`config.mk`:
```
export PLATFORM = sky130hd
export DESIGN_NAME = note_sequencer_flat
export DESIGN_NICKNAME = d
export VERILOG_FILES = /design/src/rtl/note_sequencer_if.sv /design/src/rtl/note_sequencer.sv /design/src/flat_wrapper.sv
export SDC_FILE = /design/constraint.sdc
export NUM_CORES = 1
export LEC_CHECK = 0
export ABC_AREA = 1
export CAP_MARGIN = 25
export CORE_ASPECT_RATIO = 1.25
export CORE_MARGIN = 1
export CORE_UTILIZATION = 45
export DETAILED_ROUTE_END_ITERATION = 16
export GPL_TIMING_DRIVEN = 0
export PLACE_DENSITY = 0.74
export SYNTH_ARGS = -nofsm -noshare
export SYNTH_HDL_FRONTEND = slang
export SYNTH_SLANG_ARGS = --single-unit
```
`constraint.sdc`:
```
create_clock -name BIT_CLK -period 3.5 [get_ports BIT_CLK]
set_input_delay 0.875 -clock BIT_CLK [delete_from_list [all_inputs] [get_ports BIT_CLK]]
set_output_delay 0.875 -clock BIT_CLK [all_outputs]
set_load 0.005 [all_outputs]
```
`src/rtl/note_sequencer_if.sv`:
```
// Host/pattern-control and wave-generator signals of the note sequencer.
interface note_sequencer_if #(
   parameter int DEPTH = 8,
   parameter int DUR_W = 8
);
   localparam int AW = $clog2(DEPTH);

   logic             frame_sig;
   logic             wr_en;
   logic [AW-1:0]    wr_addr;
   logic [6:0]       wr_period;
   logic [DUR_W-1:0] wr_dur;
   logic             start;
   logic             stop;
   logic             loop;
   logic [6:0]       FP_PERIOD_OUT;
   logic             en_out;
   logic             gate;
   logic             busy;
   logic [AW-1:0]    step;
   logic             done;

   modport master (
      output frame_sig, wr_en, wr_addr, wr_period, wr_dur, start, stop, loop,
      input  FP_PERIOD_OUT, en_out, gate, busy, step, done
   );

   modport slave (
      input  frame_sig, wr_en, wr_addr, wr_period, wr_dur, start, stop, loop,
      output FP_PERIOD_OUT, en_out, gate, busy, step, done
   );
endinterface

```
`src/rtl/note_sequencer.sv`:
```
// Pattern-driven note sequencer: walks a (period, duration) table in frame
// time and issues period loads and a gate to the sawtooth wave generator.
module note_sequencer #(
   parameter int DEPTH = 8,
   parameter int DUR_W = 8
) (
   input logic             BIT_CLK,
   input logic             RST_N,
   note_sequencer_if.slave bus
);
   localparam int AW = $clog2(DEPTH);

   typedef enum logic [1:0] {IDLE, LOAD, PLAY} state_t;

   state_t           state, state_nx;
   logic [6:0]       ram_period [DEPTH];
   logic [DUR_W-1:0] ram_dur    [DEPTH];
   logic [DUR_W-1:0] count, count_nx;
   logic [6:0]       period_q, period_nx;
   logic             en_q, en_nx;
   logic             gate_q, gate_nx;
   logic             busy_q, busy_nx;
   logic             done_q, done_nx;
   logic [AW-1:0]    step_q, step_nx;
   logic             end_pat;

   // Pattern table: writable in any state, cleared by reset.
   always_ff @(posedge BIT_CLK or negedge RST_N) begin
      if (!RST_N) begin
         for (int unsigned i = 0; i < DEPTH; i++) begin
            ram_period[i] <= '0;
            ram_dur[i]    <= '0;
         end
      end else if (bus.wr_en) begin
         ram_period[bus.wr_addr] <= bus.wr_period;
         ram_dur[bus.wr_addr]    <= bus.wr_dur;
      end
   end

   // State and registered outputs.
   always_ff @(posedge BIT_CLK or negedge RST_N) begin
      if (!RST_N) begin
         state    <= IDLE;
         count    <= '0;
         period_q <= 7'd48;
         en_q     <= 1'b0;
         gate_q   <= 1'b0;
         busy_q   <= 1'b0;
         done_q   <= 1'b0;
         step_q   <= '0;
      end else begin
         state    <= state_nx;
         count    <= count_nx;
         period_q <= period_nx;
         en_q     <= en_nx;
         gate_q   <= gate_nx;
         busy_q   <= busy_nx;
         done_q   <= done_nx;
         step_q   <= step_nx;
      end
   end

   // Next-state and next-output logic; end-of-pattern and stop are applied
   // after the per-state decode so both share one exit path.
   always_comb begin
      state_nx  = state;
      count_nx  = count;
      period_nx = period_q;
      en_nx     = 1'b0;
      gate_nx   = gate_q;
      done_nx   = 1'b0;
      step_nx   = step_q;
      end_pat   = 1'b0;

      case (state)
         IDLE: begin
            if (bus.start) begin
               state_nx = LOAD;
               step_nx  = '0;
            end
         end
         LOAD: begin
            if (ram_dur[step_q] == '0) begin
               end_pat = 1'b1;
            end else begin
               if (ram_period[step_q] != '0) begin
                  period_nx = ram_period[step_q];
                  en_nx     = 1'b1;
                  gate_nx   = 1'b1;
               end else begin
                  gate_nx = 1'b0;
               end
               count_nx = ram_dur[step_q];
               state_nx = PLAY;
            end
         end
         PLAY: begin
            if (bus.frame_sig) begin
               count_nx = count - DUR_W'(1);
               if (count == DUR_W'(1)) begin
                  if (step_q == AW'(DEPTH - 1)) begin
                     end_pat = 1'b1;
                  end else begin
                     step_nx  = step_q + AW'(1);
                     state_nx = LOAD;
                  end
               end
            end
         end
         default: state_nx = IDLE;
      endcase

      if (end_pat) begin
         gate_nx = 1'b0;
         step_nx = '0;
         if (bus.loop && (ram_dur[0] != '0)) begin
            state_nx = LOAD;
         end else begin
            state_nx = IDLE;
            done_nx  = 1'b1;
         end
      end

      if (bus.stop) begin
         state_nx = IDLE;
         gate_nx  = 1'b0;
         step_nx  = '0;
         done_nx  = 1'b0;
         en_nx    = 1'b0;
      end

      busy_nx = (state_nx != IDLE);
   end

   assign bus.FP_PERIOD_OUT = period_q;
   assign bus.en_out        = en_q;
   assign bus.gate          = gate_q;
   assign bus.busy          = busy_q;
   assign bus.done          = done_q;
   assign bus.step          = step_q;
endmodule

```
`src/flat_wrapper.sv`:
```
// flat-port wrapper written by rule: the top's interface ports become plain ports
module note_sequencer_flat 
#(
   parameter int DEPTH = 8,
   parameter int DUR_W = 8
)
  (BIT_CLK, RST_N, bus_frame_sig, bus_wr_en, bus_wr_addr, bus_wr_period, bus_wr_dur, bus_start, bus_stop, bus_loop, bus_FP_PERIOD_OUT, bus_en_out, bus_gate, bus_busy, bus_step, bus_done);
  note_sequencer_if #(.DEPTH(DEPTH), .DUR_W(DUR_W)) bus_i ();
  input logic BIT_CLK;
  input logic RST_N;
  input wire logic [$bits(bus_i.frame_sig)-1:0] bus_frame_sig;
  input wire logic [$bits(bus_i.wr_en)-1:0] bus_wr_en;
  input wire logic [$bits(bus_i.wr_addr)-1:0] bus_wr_addr;
  input wire logic [$bits(bus_i.wr_period)-1:0] bus_wr_period;
  input wire logic [$bits(bus_i.wr_dur)-1:0] bus_wr_dur;
  input wire logic [$bits(bus_i.start)-1:0] bus_start;
  input wire logic [$bits(bus_i.stop)-1:0] bus_stop;
  input wire logic [$bits(bus_i.loop)-1:0] bus_loop;
  output wire logic [$bits(bus_i.FP_PERIOD_OUT)-1:0] bus_FP_PERIOD_OUT;
  output wire logic [$bits(bus_i.en_out)-1:0] bus_en_out;
  output wire logic [$bits(bus_i.gate)-1:0] bus_gate;
  output wire logic [$bits(bus_i.busy)-1:0] bus_busy;
  output wire logic [$bits(bus_i.step)-1:0] bus_step;
  output wire logic [$bits(bus_i.done)-1:0] bus_done;
  assign bus_i.frame_sig = bus_frame_sig;
  assign bus_i.wr_en = bus_wr_en;
  assign bus_i.wr_addr = bus_wr_addr;
  assign bus_i.wr_period = bus_wr_period;
  assign bus_i.wr_dur = bus_wr_dur;
  assign bus_i.start = bus_start;
  assign bus_i.stop = bus_stop;
  assign bus_i.loop = bus_loop;
  assign bus_FP_PERIOD_OUT = bus_i.FP_PERIOD_OUT;
  assign bus_en_out = bus_i.en_out;
  assign bus_gate = bus_i.gate;
  assign bus_busy = bus_i.busy;
  assign bus_step = bus_i.step;
  assign bus_done = bus_i.done;
  note_sequencer #(.DEPTH(DEPTH), .DUR_W(DUR_W)) u_core (.BIT_CLK(BIT_CLK), .RST_N(RST_N), .bus(bus_i));
endmodule
```
==> impl_metrics.ini <==
[cts]
clkSinkCount = 144
clockBufferDepth = 2
postCtsHoldBufs = 0
insertion_delay_ns = 0.42
cts_buffers = 17
path_clk_slew_ns = 0.06
cts_tree = built
cts_setup_buffers = 0
cts-htree-levels = 4
cts-resized-gates = 0
cts_root_buffer = clkbuf_16

[critical_path]
cpPeakStageDelay_ns = 0.58
worstPathArrival_ns = 1.56
required_ns = 2.62
cp-end-kind = primary output
cp_top_family = buffers and inverters
startpoint_type = register
slowest_stage = clkdlybuf4s50_1
cp_max_fo = 8
crit_chain = clkdlybuf4s50_1
critical_path_depth = 1
worstReg2RegStart = u_core.bus.step[1]$_DFFE_PN0P_
ff2ff_path_depth = 11
worstSetupPathType = reg2out
r2r-end = u_core.bus.gate$_DFFE_PN0P_
reg2reg_slack_ns = 1.11
crit_buf_inv = 1

[grt]
grt_pass1_vias = 6217
grt_antenna_before_repair = 0
grtUsageMet2_pct = 42.8
overflow = 0
busiest_layer = met2
grt_max_degree = 89
grtUsageMet1_pct = 31.9
track_usage_pct = 25.6
grt_pass1_wl_um = 31300
met3_usage_pct = 4.60

[place]
place.gp.congestion = 0.860
place_ws_ns = 0.757
dp_hpwl_um = 13200
place_area_um2 = 7590
port_buffers = 38

[layout]
fin_nets = 975
area_delta_synth_final_pct = 17.7
layout_common_cells = nand2_1 (257), o21ai_0 (149), dfrtp_1 (142)
design_area_um2 = 8180
utilization_pct = 54.5
drive_gt1_share_pct = 6.81
final_common_cell = nand2_1
diodes = 0

[flow_run]
cap_violations = 0

[timing]
worst_slew_pin_slew_ns = 0.692
finalHoldViolations = 0
clock.fmax_mhz = 411
final-max-slew-violation-count = 0
fin_skew_ns = 0.00619
min_period_ns = 2.44
fin_crit_sh_pct = 69.6
timing.final.ws_setup_ns = 1.06
max_slew_margin_pct = 53.9
setup_viol = 0
rsz0062_at_grt = no
setup_tns_ns = 0

[floorplan]
row_count = 50
initial_core_util_pct = 46.3
die_y_um = 141
core_area_um2 = 15000
die_x_um = 113
pin_count = 39
dieArea_um2 = 16000

[logic_synthesis]
synth-seq-area-share_pct = 51.9
synth_cells = 883
synth_fp_nets = 917
synth_cell_types = 28
synth_edf_count = 0
ys.warnings.count = 0
synth-seq-cells = 144
ys.flop_type = dfrtp_1
avgSynthCellArea_um2 = 7.87
netlist_area_um2 = 6950
async_flop_share_pct = 100

[drt]
drc = 0
ant_nets = 0
viasPerCell = 5.49
vias = 6242
dr.pass1.iters = 5
wl_per_cell_um = 16.8
drt_iter0_drc = 621
wl_um = 19100

[hold_path]
hp-class = in2async

[pwr]
p_per_area_nw_per_um2 = 645
p_leak_nw = 3.96
peakVddDrop_uv = 368
total_power_mw = 5.28

[outcome]
status = completed
==> power by group <==
group          leakage (nW)  internal, mW  switching [mW]
clock                 0.284          1.08           0.736
combinational          1.87         0.491           0.751
sequential             1.81          2.03           0.194
total                  3.96          3.60            1.68
==> synth_stat cells (3+ instances only) <==
master,count,area [um2]
a21oi_1,10,50.1
buf_2,7,35.0
buf_4,4,30.0
buf_6,8,90.1
clkbuf_1,30,113
dfrtp_1,142,3550
ha_1,9,113
inv_1,86,323
nand2_1,257,965
nand3_1,42,210
nand4_1,7,43.8
nor2_1,68,255
o211ai_1,3,22.5
o21ai_0,149,746
o21ai_1,31,155
o221ai_1,6,52.6
o22ai_1,7,43.8
==> flip-flops by register name (all words and copies together) (netlist names) <==
name and count:
u_core.state 2, u_core.bus.step 3, u_core.bus.busy 1, u_core.ram_dur 64, u_core.ram_period 56, u_core.bus.gate 1, u_core.bus.FP_PERIOD_OUT 7, u_core.count 8
u_core.bus.en_out 1, u_core.bus.done 1
==> how the worst max path moves through the flow <==
stage                                         from                             to  slack [ns]
floorplan           u_core.bus.step[0]$_DFFE_PN0P_    u_core.count[5]$_DFFE_PN0P_        1.67
global placement                             RST_N    u_core.count[2]$_DFFE_PN0P_       -4.26
detailed placement                  bus_wr_addr[1]  u_core.ram_dur[7]$_DFFE_PN0P_        0.76
CTS                 u_core.bus.step[2]$_DFFE_PN0P_                    bus_step[2]        1.06
global route        u_core.bus.step[1]$_DFFE_PN0P_    u_core.count[5]$_DFFE_PN0P_        0.90
finish              u_core.bus.step[2]$_DFFE_PN0P_                    bus_step[2]        1.06
==> metal layers <==
metal,vias to the layer above,share of wire [%]
met1,3002,42
met5,-,0
met3,56,5.1
li1,2963,-
met2,221,49
met4,0,3.8
==> kinds of logic (layout without fill, tap and decap cells) <==
logic type	Yosys count	in the layout	share of synthesized area (%)
simple gates	382	382	22.0
flops	144	144	51.9
compound gates	209	209	15.7
xor+xnor	1	1	0.126
buf+inv	138	209	8.69
fa+ha+maj	9	9	1.62
==> cell type report <==
| cell class | instances | area (um2) |
|---|---|---|
| clock inverter | 14 | 154 |
| fill | 1407 | 6830 |
| tap | 182 | 228 |
| buffer | 49 | 268 |
| timing repair buffer | 39 | 409 |
| clock buffer | 18 | 439 |
| multi-input combinational | 601 | 2740 |
| sequential | 144 | 3610 |
| inverter | 89 | 337 |
==> through the flow <==
| stage | hold WS [ns] | std cells |
|---|---|---|
| floorplan | 0.442 | 883 |
| global placement | 0.456 | 1103 |
| global route | 0.445 | 1136 |
| finish | 0.418 | 1136 |
| detailed placement | 0.460 | 1104 |
| CTS | 0.435 | 1136 |
No activity file was read; power rests on OpenSTA's default activity.
